`config.mk`:
```
export PLATFORM = sky130hd
export DESIGN_NAME = id_ex_reg_flat
export DESIGN_NICKNAME = d
export VERILOG_FILES = /design/src/rtl/id_ex_reg_pkg.sv /design/src/rtl/id_ex_reg_if.sv /design/src/rtl/id_ex_reg_pipe_reg.sv /design/src/rtl/id_ex_reg.sv /design/src/flat_wrapper.sv
export SDC_FILE = /design/constraint.sdc
export NUM_CORES = 1
export LEC_CHECK = 0
export CORE_AREA = 2 2 164 166
export DETAILED_ROUTE_END_ITERATION = 10
export DIE_AREA = 0 0 166 168
export PLACE_DENSITY = 0.81
export SETUP_SLACK_MARGIN = 0.3
export SLEW_MARGIN = 20
export SYNTH_ARGS = -nofsm -noshare
export SYNTH_HDL_FRONTEND = slang
export SYNTH_SLANG_ARGS = --single-unit
```
`constraint.sdc`:
```
create_clock -name clk -period 3.15 [get_ports clk]
set_input_delay 0.315 -clock clk [delete_from_list [all_inputs] [get_ports clk]]
set_output_delay 0.315 -clock clk [all_outputs]
set_load 0.1 [all_outputs]
```
`src/rtl/id_ex_reg_pkg.sv`:
```
// Shared decode encodings and the control bundle carried from decode into execute.
// The control unit, the ID/EX register and the EX stage all import this package.
package id_ex_reg_pkg;

    typedef enum logic [3:0] {
        ALU_ADD  = 4'b0000,
        ALU_SUB  = 4'b0001,
        ALU_AND  = 4'b0010,
        ALU_OR   = 4'b0011,
        ALU_XOR  = 4'b0100,
        ALU_SLT  = 4'b0101,
        ALU_SLTU = 4'b0110,
        ALU_SLL  = 4'b0111,
        ALU_SRL  = 4'b1000,
        ALU_SRA  = 4'b1001,
        ALU_LUI  = 4'b1010
    } alu_op_e;

    typedef enum logic [1:0] {
        RES_ALU = 2'b00,
        RES_MEM = 2'b01,
        RES_PC4 = 2'b10
    } result_src_e;

    localparam int REG_ADDR_W = 5;
    localparam int N_DATA     = 5;  // RD1, RD2, PC, PC+4, ImmExt
    localparam int N_ADDR     = 3;  // Rs1, Rs2, Rd

    typedef struct packed {
        logic       RegWrite;
        logic [3:0] ALUControl;
        logic       ALUSrc;
        logic       MemWrite;
        logic       branch;
        logic       jump;
        logic       jalr;
        logic [1:0] ResultSrc;
        logic [2:0] AddressingControl;
    } ctrl_t;

    // A bubble writes nothing, redirects nothing and selects the ALU result.
    localparam ctrl_t CTRL_BUBBLE = '{
        RegWrite:          1'b0,
        ALUControl:        ALU_ADD,
        ALUSrc:            1'b0,
        MemWrite:          1'b0,
        branch:            1'b0,
        jump:              1'b0,
        jalr:              1'b0,
        ResultSrc:         RES_ALU,
        AddressingControl: 3'b000
    };

endpackage

```
`src/rtl/id_ex_reg_if.sv`:
```
// Decode-side inputs and execute-side outputs of the ID/EX pipeline register.
interface id_ex_if #(
    parameter int DATA_WIDTH = 32
);
    logic                  validD, RegWriteD, MemWriteD, ALUSrcD, branchD, jumpD, jalrD;
    logic [3:0]            ALUControlD;
    logic [1:0]            ResultSrcD;
    logic [2:0]            AddressingControlD;
    logic [DATA_WIDTH-1:0] RD1D, RD2D, PCD, PCPlus4D, ImmExtD;
    logic [4:0]            Rs1D, Rs2D, RdD;

    logic                  validE, RegWriteE, MemWriteE, ALUSrcE, branchE, jumpE, jalrE;
    logic [3:0]            ALUControlE;
    logic [1:0]            ResultSrcE;
    logic [2:0]            AddressingControlE;
    logic [DATA_WIDTH-1:0] RD1E, RD2E, PCE, PCPlus4E, ImmExtE;
    logic [4:0]            Rs1E, Rs2E, RdE;

    modport master (
        output validD, RegWriteD, MemWriteD, ALUSrcD, branchD, jumpD, jalrD,
               ALUControlD, ResultSrcD, AddressingControlD,
               RD1D, RD2D, PCD, PCPlus4D, ImmExtD, Rs1D, Rs2D, RdD,
        input  validE, RegWriteE, MemWriteE, ALUSrcE, branchE, jumpE, jalrE,
               ALUControlE, ResultSrcE, AddressingControlE,
               RD1E, RD2E, PCE, PCPlus4E, ImmExtE, Rs1E, Rs2E, RdE
    );

    modport slave (
        input  validD, RegWriteD, MemWriteD, ALUSrcD, branchD, jumpD, jalrD,
               ALUControlD, ResultSrcD, AddressingControlD,
               RD1D, RD2D, PCD, PCPlus4D, ImmExtD, Rs1D, Rs2D, RdD,
        output validE, RegWriteE, MemWriteE, ALUSrcE, branchE, jumpE, jalrE,
               ALUControlE, ResultSrcE, AddressingControlE,
               RD1E, RD2E, PCE, PCPlus4E, ImmExtE, Rs1E, Rs2E, RdE
    );
endinterface

```
`src/rtl/id_ex_reg_pipe_reg.sv`:
```
// Generic pipeline register: async active-low reset, synchronous clear
// (takes priority over hold) and load enable.
module pipe_reg #(
    parameter int               WIDTH   = 8,
    parameter logic [WIDTH-1:0] CLR_VAL = '0
) (
    input  logic             clk,
    input  logic             rst_n,
    input  logic             i_en,
    input  logic             i_clr,
    input  logic [WIDTH-1:0] i_d,
    output logic [WIDTH-1:0] o_q
);
    logic [WIDTH-1:0] r_q;

    always_ff @(posedge clk or negedge rst_n) begin
        if (!rst_n) begin
            r_q <= '0;
        end else if (i_clr) begin
            r_q <= CLR_VAL;
        end else if (i_en) begin
            r_q <= i_d;
        end
    end

    assign o_q = r_q;
endmodule

```
`src/rtl/id_ex_reg.sv`:
```
// ID/EX pipeline register: loads, holds on stallE, inserts a bubble on flushE
// and counts inserted bubbles with a saturating counter.
module id_ex_reg
    import id_ex_reg_pkg::*;
#(
    parameter int DATA_WIDTH = 32,
    parameter int CNT_WIDTH  = 32
) (
    input  logic                 clk,
    input  logic                 rst_n,
    input  logic                 stallE,
    input  logic                 flushE,
    id_ex_if.slave               bus,
    output logic [CNT_WIDTH-1:0] bubble_cnt
);
    logic                  w_load;
    ctrl_t                 w_ctrl_d, w_ctrl_e;
    logic [DATA_WIDTH-1:0] w_data_d [N_DATA];
    logic [DATA_WIDTH-1:0] w_data_e [N_DATA];
    logic [REG_ADDR_W-1:0] w_addr_d [N_ADDR];
    logic [REG_ADDR_W-1:0] w_addr_e [N_ADDR];
    logic [CNT_WIDTH-1:0]  r_bubble_cnt;

    assign w_load = ~stallE;

    assign w_ctrl_d = '{
        RegWrite:          bus.RegWriteD,
        ALUControl:        bus.ALUControlD,
        ALUSrc:            bus.ALUSrcD,
        MemWrite:          bus.MemWriteD,
        branch:            bus.branchD,
        jump:              bus.jumpD,
        jalr:              bus.jalrD,
        ResultSrc:         bus.ResultSrcD,
        AddressingControl: bus.AddressingControlD
    };

    pipe_reg #(.WIDTH(1), .CLR_VAL(1'b0)) u_valid (
        .clk(clk), .rst_n(rst_n), .i_en(w_load), .i_clr(flushE),
        .i_d(bus.validD), .o_q(bus.validE)
    );

    pipe_reg #(.WIDTH($bits(ctrl_t)), .CLR_VAL(CTRL_BUBBLE)) u_ctrl (
        .clk(clk), .rst_n(rst_n), .i_en(w_load), .i_clr(flushE),
        .i_d(w_ctrl_d), .o_q(w_ctrl_e)
    );

    assign bus.RegWriteE          = w_ctrl_e.RegWrite;
    assign bus.ALUControlE        = w_ctrl_e.ALUControl;
    assign bus.ALUSrcE            = w_ctrl_e.ALUSrc;
    assign bus.MemWriteE          = w_ctrl_e.MemWrite;
    assign bus.branchE            = w_ctrl_e.branch;
    assign bus.jumpE              = w_ctrl_e.jump;
    assign bus.jalrE              = w_ctrl_e.jalr;
    assign bus.ResultSrcE         = w_ctrl_e.ResultSrc;
    assign bus.AddressingControlE = w_ctrl_e.AddressingControl;

    assign w_data_d[0] = bus.RD1D;
    assign w_data_d[1] = bus.RD2D;
    assign w_data_d[2] = bus.PCD;
    assign w_data_d[3] = bus.PCPlus4D;
    assign w_data_d[4] = bus.ImmExtD;

    genvar gi;
    generate
        for (gi = 0; gi < N_DATA; gi++) begin : g_data
            pipe_reg #(.WIDTH(DATA_WIDTH)) u_data (
                .clk(clk), .rst_n(rst_n), .i_en(w_load), .i_clr(flushE),
                .i_d(w_data_d[gi]), .o_q(w_data_e[gi])
            );
        end
        for (gi = 0; gi < N_ADDR; gi++) begin : g_addr
            pipe_reg #(.WIDTH(REG_ADDR_W)) u_addr (
                .clk(clk), .rst_n(rst_n), .i_en(w_load), .i_clr(flushE),
                .i_d(w_addr_d[gi]), .o_q(w_addr_e[gi])
            );
        end
    endgenerate

    assign bus.RD1E     = w_data_e[0];
    assign bus.RD2E     = w_data_e[1];
    assign bus.PCE      = w_data_e[2];
    assign bus.PCPlus4E = w_data_e[3];
    assign bus.ImmExtE  = w_data_e[4];

    assign w_addr_d[0] = bus.Rs1D;
    assign w_addr_d[1] = bus.Rs2D;
    assign w_addr_d[2] = bus.RdD;
    assign bus.Rs1E    = w_addr_e[0];
    assign bus.Rs2E    = w_addr_e[1];
    assign bus.RdE     = w_addr_e[2];

    // Flush wins over stall, so a flush always counts even while stalled.
    always_ff @(posedge clk or negedge rst_n) begin
        if (!rst_n) begin
            r_bubble_cnt <= '0;
        end else if (flushE && (r_bubble_cnt != {CNT_WIDTH{1'b1}})) begin
            r_bubble_cnt <= r_bubble_cnt + 1'b1;
        end
    end

    assign bubble_cnt = r_bubble_cnt;
endmodule

```
`src/flat_wrapper.sv`:
```
// flat-port wrapper written by rule: the top's interface ports become plain ports
module id_ex_reg_flat import id_ex_reg_pkg::*;
#(
    parameter int DATA_WIDTH = 32,
    parameter int CNT_WIDTH  = 32
)
  (clk, rst_n, stallE, flushE, bubble_cnt, bus_validD, bus_RegWriteD, bus_MemWriteD, bus_ALUSrcD, bus_branchD, bus_jumpD, bus_jalrD, bus_ALUControlD, bus_ResultSrcD, bus_AddressingControlD, bus_RD1D, bus_RD2D, bus_PCD, bus_PCPlus4D, bus_ImmExtD, bus_Rs1D, bus_Rs2D, bus_RdD, bus_validE, bus_RegWriteE, bus_MemWriteE, bus_ALUSrcE, bus_branchE, bus_jumpE, bus_jalrE, bus_ALUControlE, bus_ResultSrcE, bus_AddressingControlE, bus_RD1E, bus_RD2E, bus_PCE, bus_PCPlus4E, bus_ImmExtE, bus_Rs1E, bus_Rs2E, bus_RdE);
  id_ex_if #(.DATA_WIDTH(DATA_WIDTH)) bus_i ();
  input  logic clk;
  input  logic rst_n;
  input  logic stallE;
  input  logic flushE;
  output logic [CNT_WIDTH-1:0] bubble_cnt;
  input wire logic [$bits(bus_i.validD)-1:0] bus_validD;
  input wire logic [$bits(bus_i.RegWriteD)-1:0] bus_RegWriteD;
  input wire logic [$bits(bus_i.MemWriteD)-1:0] bus_MemWriteD;
  input wire logic [$bits(bus_i.ALUSrcD)-1:0] bus_ALUSrcD;
  input wire logic [$bits(bus_i.branchD)-1:0] bus_branchD;
  input wire logic [$bits(bus_i.jumpD)-1:0] bus_jumpD;
  input wire logic [$bits(bus_i.jalrD)-1:0] bus_jalrD;
  input wire logic [$bits(bus_i.ALUControlD)-1:0] bus_ALUControlD;
  input wire logic [$bits(bus_i.ResultSrcD)-1:0] bus_ResultSrcD;
  input wire logic [$bits(bus_i.AddressingControlD)-1:0] bus_AddressingControlD;
  input wire logic [$bits(bus_i.RD1D)-1:0] bus_RD1D;
  input wire logic [$bits(bus_i.RD2D)-1:0] bus_RD2D;
  input wire logic [$bits(bus_i.PCD)-1:0] bus_PCD;
  input wire logic [$bits(bus_i.PCPlus4D)-1:0] bus_PCPlus4D;
  input wire logic [$bits(bus_i.ImmExtD)-1:0] bus_ImmExtD;
  input wire logic [$bits(bus_i.Rs1D)-1:0] bus_Rs1D;
  input wire logic [$bits(bus_i.Rs2D)-1:0] bus_Rs2D;
  input wire logic [$bits(bus_i.RdD)-1:0] bus_RdD;
  output wire logic [$bits(bus_i.validE)-1:0] bus_validE;
  output wire logic [$bits(bus_i.RegWriteE)-1:0] bus_RegWriteE;
  output wire logic [$bits(bus_i.MemWriteE)-1:0] bus_MemWriteE;
  output wire logic [$bits(bus_i.ALUSrcE)-1:0] bus_ALUSrcE;
  output wire logic [$bits(bus_i.branchE)-1:0] bus_branchE;
  output wire logic [$bits(bus_i.jumpE)-1:0] bus_jumpE;
  output wire logic [$bits(bus_i.jalrE)-1:0] bus_jalrE;
  output wire logic [$bits(bus_i.ALUControlE)-1:0] bus_ALUControlE;
  output wire logic [$bits(bus_i.ResultSrcE)-1:0] bus_ResultSrcE;
  output wire logic [$bits(bus_i.AddressingControlE)-1:0] bus_AddressingControlE;
  output wire logic [$bits(bus_i.RD1E)-1:0] bus_RD1E;
  output wire logic [$bits(bus_i.RD2E)-1:0] bus_RD2E;
  output wire logic [$bits(bus_i.PCE)-1:0] bus_PCE;
  output wire logic [$bits(bus_i.PCPlus4E)-1:0] bus_PCPlus4E;
  output wire logic [$bits(bus_i.ImmExtE)-1:0] bus_ImmExtE;
  output wire logic [$bits(bus_i.Rs1E)-1:0] bus_Rs1E;
  output wire logic [$bits(bus_i.Rs2E)-1:0] bus_Rs2E;
  output wire logic [$bits(bus_i.RdE)-1:0] bus_RdE;
  assign bus_i.validD = bus_validD;
  assign bus_i.RegWriteD = bus_RegWriteD;
  assign bus_i.MemWriteD = bus_MemWriteD;
  assign bus_i.ALUSrcD = bus_ALUSrcD;
  assign bus_i.branchD = bus_branchD;
  assign bus_i.jumpD = bus_jumpD;
  assign bus_i.jalrD = bus_jalrD;
  assign bus_i.ALUControlD = bus_ALUControlD;
  assign bus_i.ResultSrcD = bus_ResultSrcD;
  assign bus_i.AddressingControlD = bus_AddressingControlD;
  assign bus_i.RD1D = bus_RD1D;
  assign bus_i.RD2D = bus_RD2D;
  assign bus_i.PCD = bus_PCD;
  assign bus_i.PCPlus4D = bus_PCPlus4D;
  assign bus_i.ImmExtD = bus_ImmExtD;
  assign bus_i.Rs1D = bus_Rs1D;
  assign bus_i.Rs2D = bus_Rs2D;
  assign bus_i.RdD = bus_RdD;
  assign bus_validE = bus_i.validE;
  assign bus_RegWriteE = bus_i.RegWriteE;
  assign bus_MemWriteE = bus_i.MemWriteE;
  assign bus_ALUSrcE = bus_i.ALUSrcE;
  assign bus_branchE = bus_i.branchE;
  assign bus_jumpE = bus_i.jumpE;
  assign bus_jalrE = bus_i.jalrE;
  assign bus_ALUControlE = bus_i.ALUControlE;
  assign bus_ResultSrcE = bus_i.ResultSrcE;
  assign bus_AddressingControlE = bus_i.AddressingControlE;
  assign bus_RD1E = bus_i.RD1E;
  assign bus_RD2E = bus_i.RD2E;
  assign bus_PCE = bus_i.PCE;
  assign bus_PCPlus4E = bus_i.PCPlus4E;
  assign bus_ImmExtE = bus_i.ImmExtE;
  assign bus_Rs1E = bus_i.Rs1E;
  assign bus_Rs2E = bus_i.Rs2E;
  assign bus_RdE = bus_i.RdE;
  id_ex_reg #(.DATA_WIDTH(DATA_WIDTH), .CNT_WIDTH(CNT_WIDTH)) u_core (.clk(clk), .rst_n(rst_n), .stallE(stallE), .flushE(flushE), .bus(bus_i), .bubble_cnt(bubble_cnt));
endmodule
```
; Word-level counts from Yosys, hierarchy flattened
; Cells that the tools add are included.
[word_totals]
word_cells = 35
register_bits = 223
inputBits = 195
out_inout_bits = 223
[op_classes]
n_addsub = 1
reduce_logical = 1
eq_ne = 2
n_mux = 20
[op_table]
columns = operator, count
row1 = $mux W32, 10
row2 = $add A32 B1 Y32 const B, 1
row3 = $ne A32 B32 Y1 const B, 1
row4 = $mux W15, 2
row5 = $mux W5, 6
row6 = $mux W1, 2
row7 = $ne A2 B1 Y1 const B, 1
row8 = $logic_and A1 B1 Y1, 1

; Depth between registers and ports, before layout
[depth]
depth_word = 2
ltp_mapped = 6
mapped_depth_nobuf = 6

; Hierarchy
; From an unflattened synthesis, not the netlist that was laid out.
[hier_totals]
cells_unflattened = 760
area_unflattened_um2 = 9399.0
[modules_own_cells]
columns = mod, n_inst, seq_area_each_um2, cells_each, area_per_inst_um2
row1 = pipe_reg at u_core.g_data[0].u_data ..., 5, 800.8, 103, 1323.8
row2 = id_ex_reg, 1, 800.8, 146, 1508.9
row3 = pipe_reg at u_core.u_ctrl, 1, 375.4, 48, 616.8
row4 = pipe_reg at u_core.g_addr[0].u_addr ..., 3, 125.1, 16, 205.2
row5 = pipe_reg at u_core.u_valid, 1, 25.0, 3, 38.8

; Least setup slack after synthesis
; Ideal clock, no wire load.
[synth_timing]
path_type = register to register
start = register u_core.r_bubble_cnt[0] (netlist: u_core.bubble_cnt[0])
end = register u_core.r_bubble_cnt[1] (netlist: u_core.bubble_cnt[1])
synth_period_minus_slack_ns = 2.555
path_stages_with_launch = 6
t_arrival_ns = 2.428
required_time_ns = 3.023
path_buffers = 0
setup_ns = 0.127
setup_slack_ns = 0.595
path_cell_list = dfrtp_1 -> ha_1 -> nand4_4 -> nor4_4 -> a21boi_4 -> mux2_4
[synth_via]
elab_chain_len = 2
word_cells_on_any_way = 3
cone_classes = 1 x add/sub / 1 x eq/ne / 1 x reduce/logical
[synth_lines]
columns = element, line_no
row1 = from (decl), id_ex_reg.sv:22  ; logic [CNT_WIDTH-1:0] r_bubble_cnt;
row2 = from (signal assigned), id_ex_reg.sv:98  ; r_bubble_cnt <= r_bubble_cnt + 1'b1;
row3 = "parallel branches: the longest is 2 deep, another holds $add A32 B1 Y32", --
; Several ways; the timed one is not identified.
; A chain may end at the register's enable or synchronous reset.

; Final worst setup path
[layout_timing]
start = register u_core.r_bubble_cnt[19] (netlist: u_core.bubble_cnt[19])
end = output bubble_cnt[19]
[layout_lines]
columns = element, line_no
row1 = to (decl), flat_wrapper.sv:13  ; output logic [CNT_WIDTH-1:0] bubble_cnt;
; No word-level cell between the ends.

==> qor.yml <==
floorplan:
  fp.coreArea_um2: 26400
  start_util: 0.349
  rows: 60
  dieHeight_um: 168
  die_x_um: 166
  ios: 418
  die-area_um2: 27900
setup_path:
  rrSetupSlack_ps: 1130
  worst-path-max-fanout: 6
  critPathTopFamily: "buffers and inverters"
  cp.required_ps: 2830
  critPathBufInv: 1
  r2r_end: "u_core.bubble_cnt[1]"
  worstReg2RegStart: "u_core.bubble_cnt[0]"
  start_kind: "register"
  r2r_cells: 5
  critPathSlowestCell: "clkdlybuf4s50_1"
  path_depth: 1
  critical_path_class: "reg -> out"
  crit_chain: "clkdlybuf4s50_1"
  slowest_delay_ps: 1180
  critPathArrivalTime_ps: 2120
  cp-end-kind: "output port"
grt:
  grt_pass1_vias: 7489
  grtUsageTotal: 0.183
  gr-total-overflow: 0
  grt_pass1_wl_mm: 41.7
  grt_max_degree: 97
  antenna_found_initial: 0
clock_tree:
  cts-htree-levels: 1
  clock_latency_ps: 510
  path_clk_slew_ps: 60
  cts_num_sinks: 223
  cts_tree: "built"
  cts_root_buffer: "clkbuf_16"
  cts_buffer_depth: 3
  cts_buffers: 24
sta:
  fmax_mhz: 411
  setup_tns_ps: 0
  slew_headroom: 0.303
  slew_viol_final: 0
  hold_viol: 0
  max_slew.worst_pin.slew_ps: 1040
  rsz0062_at_grt: "no"
  fin_crit_ps: 2430
  clock-skew-final_ps: 3.93
  finalCritPeriodShare: 0.773
  whs_ps: 221
  finalSetupViolations: 0
synthesis:
  yosysUniqueCellTypes: 30
  synth_top_family_by_area: "multiplexers"
  synthFlopType: "dfrtp_1"
  yosysWarnings: 0
  synthXorXnorAreaFrac: 0.0276
  synth_async_sr_flop_share: 1.00
  yosysTopAreaCellShare: 0.607
  synthCells: 755
  synth.cell_area_um2: 9190
  synth_fa_ha_area_frac: 0.00136
  syn_nets: 951
  synth_edf_count: 0
  ys_seq_area_frac: 0.607
  avgSynthCellArea_um2: 12.2
  synthTopCellsByArea: "dfrtp_1 (61%), mux2i_1 (21%), nor2_1 (8.3%)"
  yosys.area.top_type: "dfrtp_1"
  yosys_register_bits: 223
  synth_compound_area_frac: 0.00912
  synthSimpleGateAreaFrac: 0.125
  synthMuxAreaShare: 0.210
min_path:
  min-delay-start: "flushE"
  hp-class: "in -> reg"
  worstHoldEndpoint: "u_core.g_addr[0].u_addr.o_q[3]"
  min_path_cells: 3
detailed_routing:
  drt-vias-per-instance: 4.72
  drt_iter0_drc: 448
  drtPass1Iterations: 4
  drc_errors: 0
  ant_nets: 0
  drt_wl_total_mm: 26.3
  vias: 7182
  avgRoutedWirePerCell_um: 17.3
power:
  netSwitchingFraction: 0.363
  intPower_mw: 5.31
  p_clk_frac: 0.320
  finalPower_mw: 8.34
  ir_worst_vdd_mv: 0.819
  pwr_density_cell_nw_per_um2: 577
  power.switching_mw: 3.03
  p_leak_nw: 6.75
  p_comb_frac: 0.296
  pwr-share-seq: 0.384
cells_and_area:
  final_area_um2: 14400
  drive_gt1_frac: 0.0660
  area_growth_pct: 57.2
  insertedDiodeCount: 0
  utilization: 0.548
  fillers: 2167
  nNetsFinal: 1364
placed_design:
  gp_congestion: 0.832
  numPortBuffers: 417
  dp_hpwl_mm: 18.9
  place_area_um2: 13700
run_status:
  status: "completed"
flow_run:
  cap_violations: 0
-- power by group through the flow --
stage	sequential [mW]	combinational [mW]	clock, mW
2_1_floorplan	4.55	0.378	0
3_3_place_gp	3.24	2.46	0
3_5_place_dp	3.25	2.47	0
4_1_cts	3.20	2.48	2.75
5_1_grt	3.23	2.56	2.85
6_report	3.20	2.47	2.67
-- routing by layer --
layer | part of all wire | track usage | up-vias
met5 | 0 | 0 | -
met4 | 0.025 | 0.0522 | 0
met3 | 0.071 | 0.0480 | 47
met2 | 0.51 | 0.323 | 260
met1 | 0.40 | 0.222 | 3500
li1 | - | - | 3375
-- cells in the final DEF, fill, tap and decap left out, types with 2 or more instances in the layout --
cell,n
a21oi_1,2
a31oi_1,2
and3_1,4
and4_1,4
buf_12,4
buf_4,29
buf_8,2
clkbuf_1,7
clkbuf_16,25
clkbuf_8,5
clkdlybuf4s50_1,392
clkinv_2,2
dfrtp_1,223
mux2i_1,191
nand2_1,11
nand3_1,12
nand4_1,15
nor2_1,203
nor3b_1,2
nor4_4,2
xnor2_1,21
xor2_1,8
-- synthesized netlist by cell type (2+ instances only) --
| master | n |
|---|---|
| nor4_4 | 2 |
| xor2_1 | 8 |
| xnor2_1 | 21 |
| a21oi_1 | 2 |
| nor2_1 | 203 |
| nand3_1 | 12 |
| and3_1 | 4 |
| nand2_1 | 11 |
| nor3b_1 | 2 |
| buf_2 | 19 |
| dfrtp_1 | 223 |
| mux2i_1 | 191 |
| a31oi_1 | 2 |
| nand4_1 | 15 |
| and4_1 | 4 |
| clkbuf_1 | 20 |
| buf_1 | 3 |
-- cell type report --
cell class | count | area (µm²) | area share
flip-flops and latches | 223 | 5580 | 0.386
multi-input cells | 489 | 3420 | 0.237
repair buffers | 429 | 4270 | 0.296
clock inverters | 3 | 18.8 | 0.00130
clock buffers | 37 | 721 | 0.0499
well taps | 341 | 427 | 0.0295
inverters | 1 | 3.75 | 0.000260
-- state kept, by name, indices dropped and copies added (netlist names) --
signal,count
u_core.u_valid.o_q,1
u_core.u_ctrl.o_q,15
u_core.g_data.u_data.o_q,160
u_core.g_addr.u_addr.o_q,15
u_core.bubble_cnt,32
-- worst max path at each step --
| stage | endpoint | start | slack (ps) |
|---|---|---|---|
| 6_report | bubble_cnt[19] | u_core.bubble_cnt[19] | 720 |
| 5_1_grt | bubble_cnt[10] | u_core.bubble_cnt[10] | 660 |
| 4_1_cts | bubble_cnt[10] | u_core.bubble_cnt[10] | 700 |
| 3_5_place_dp | u_core.bubble_cnt[1] | u_core.bubble_cnt[0] | 1150 |
| 3_3_place_gp | u_core.bubble_cnt[1] | flushE | 1200 |
| 2_1_floorplan | u_core.bubble_cnt[1] | u_core.bubble_cnt[0] | 600 |
-- cell families (layout without fill, tap and decap cells) --
| kind of cell | count (synthesis) | in the layout |
|---|---|---|
| mux | 192 | 192 |
| xor+xnor | 29 | 29 |
| flops | 223 | 223 |
| fa+ha+maj | 1 | 1 |
| simple gates | 259 | 259 |
| compound gates | 8 | 8 |
| buf+inv | 43 | 470 |
-- stage by stage --
step | setup WS, ps | instances
after floorplan | 595 | 755
after global placement | 1200 | 1482
after detailed placement | 1150 | 1482
after CTS | 700 | 1523
after global routing | 657 | 1523
final | 716 | 1523
-- repair_timing --
item | in CTS | in global routing
setup buffers | 0 | 0
hold buffers | 1 | 0
endpoints found under the hold margin | 91 | 0
resized for setup | 0 | 0
Power figures use the tool's default switching activity.
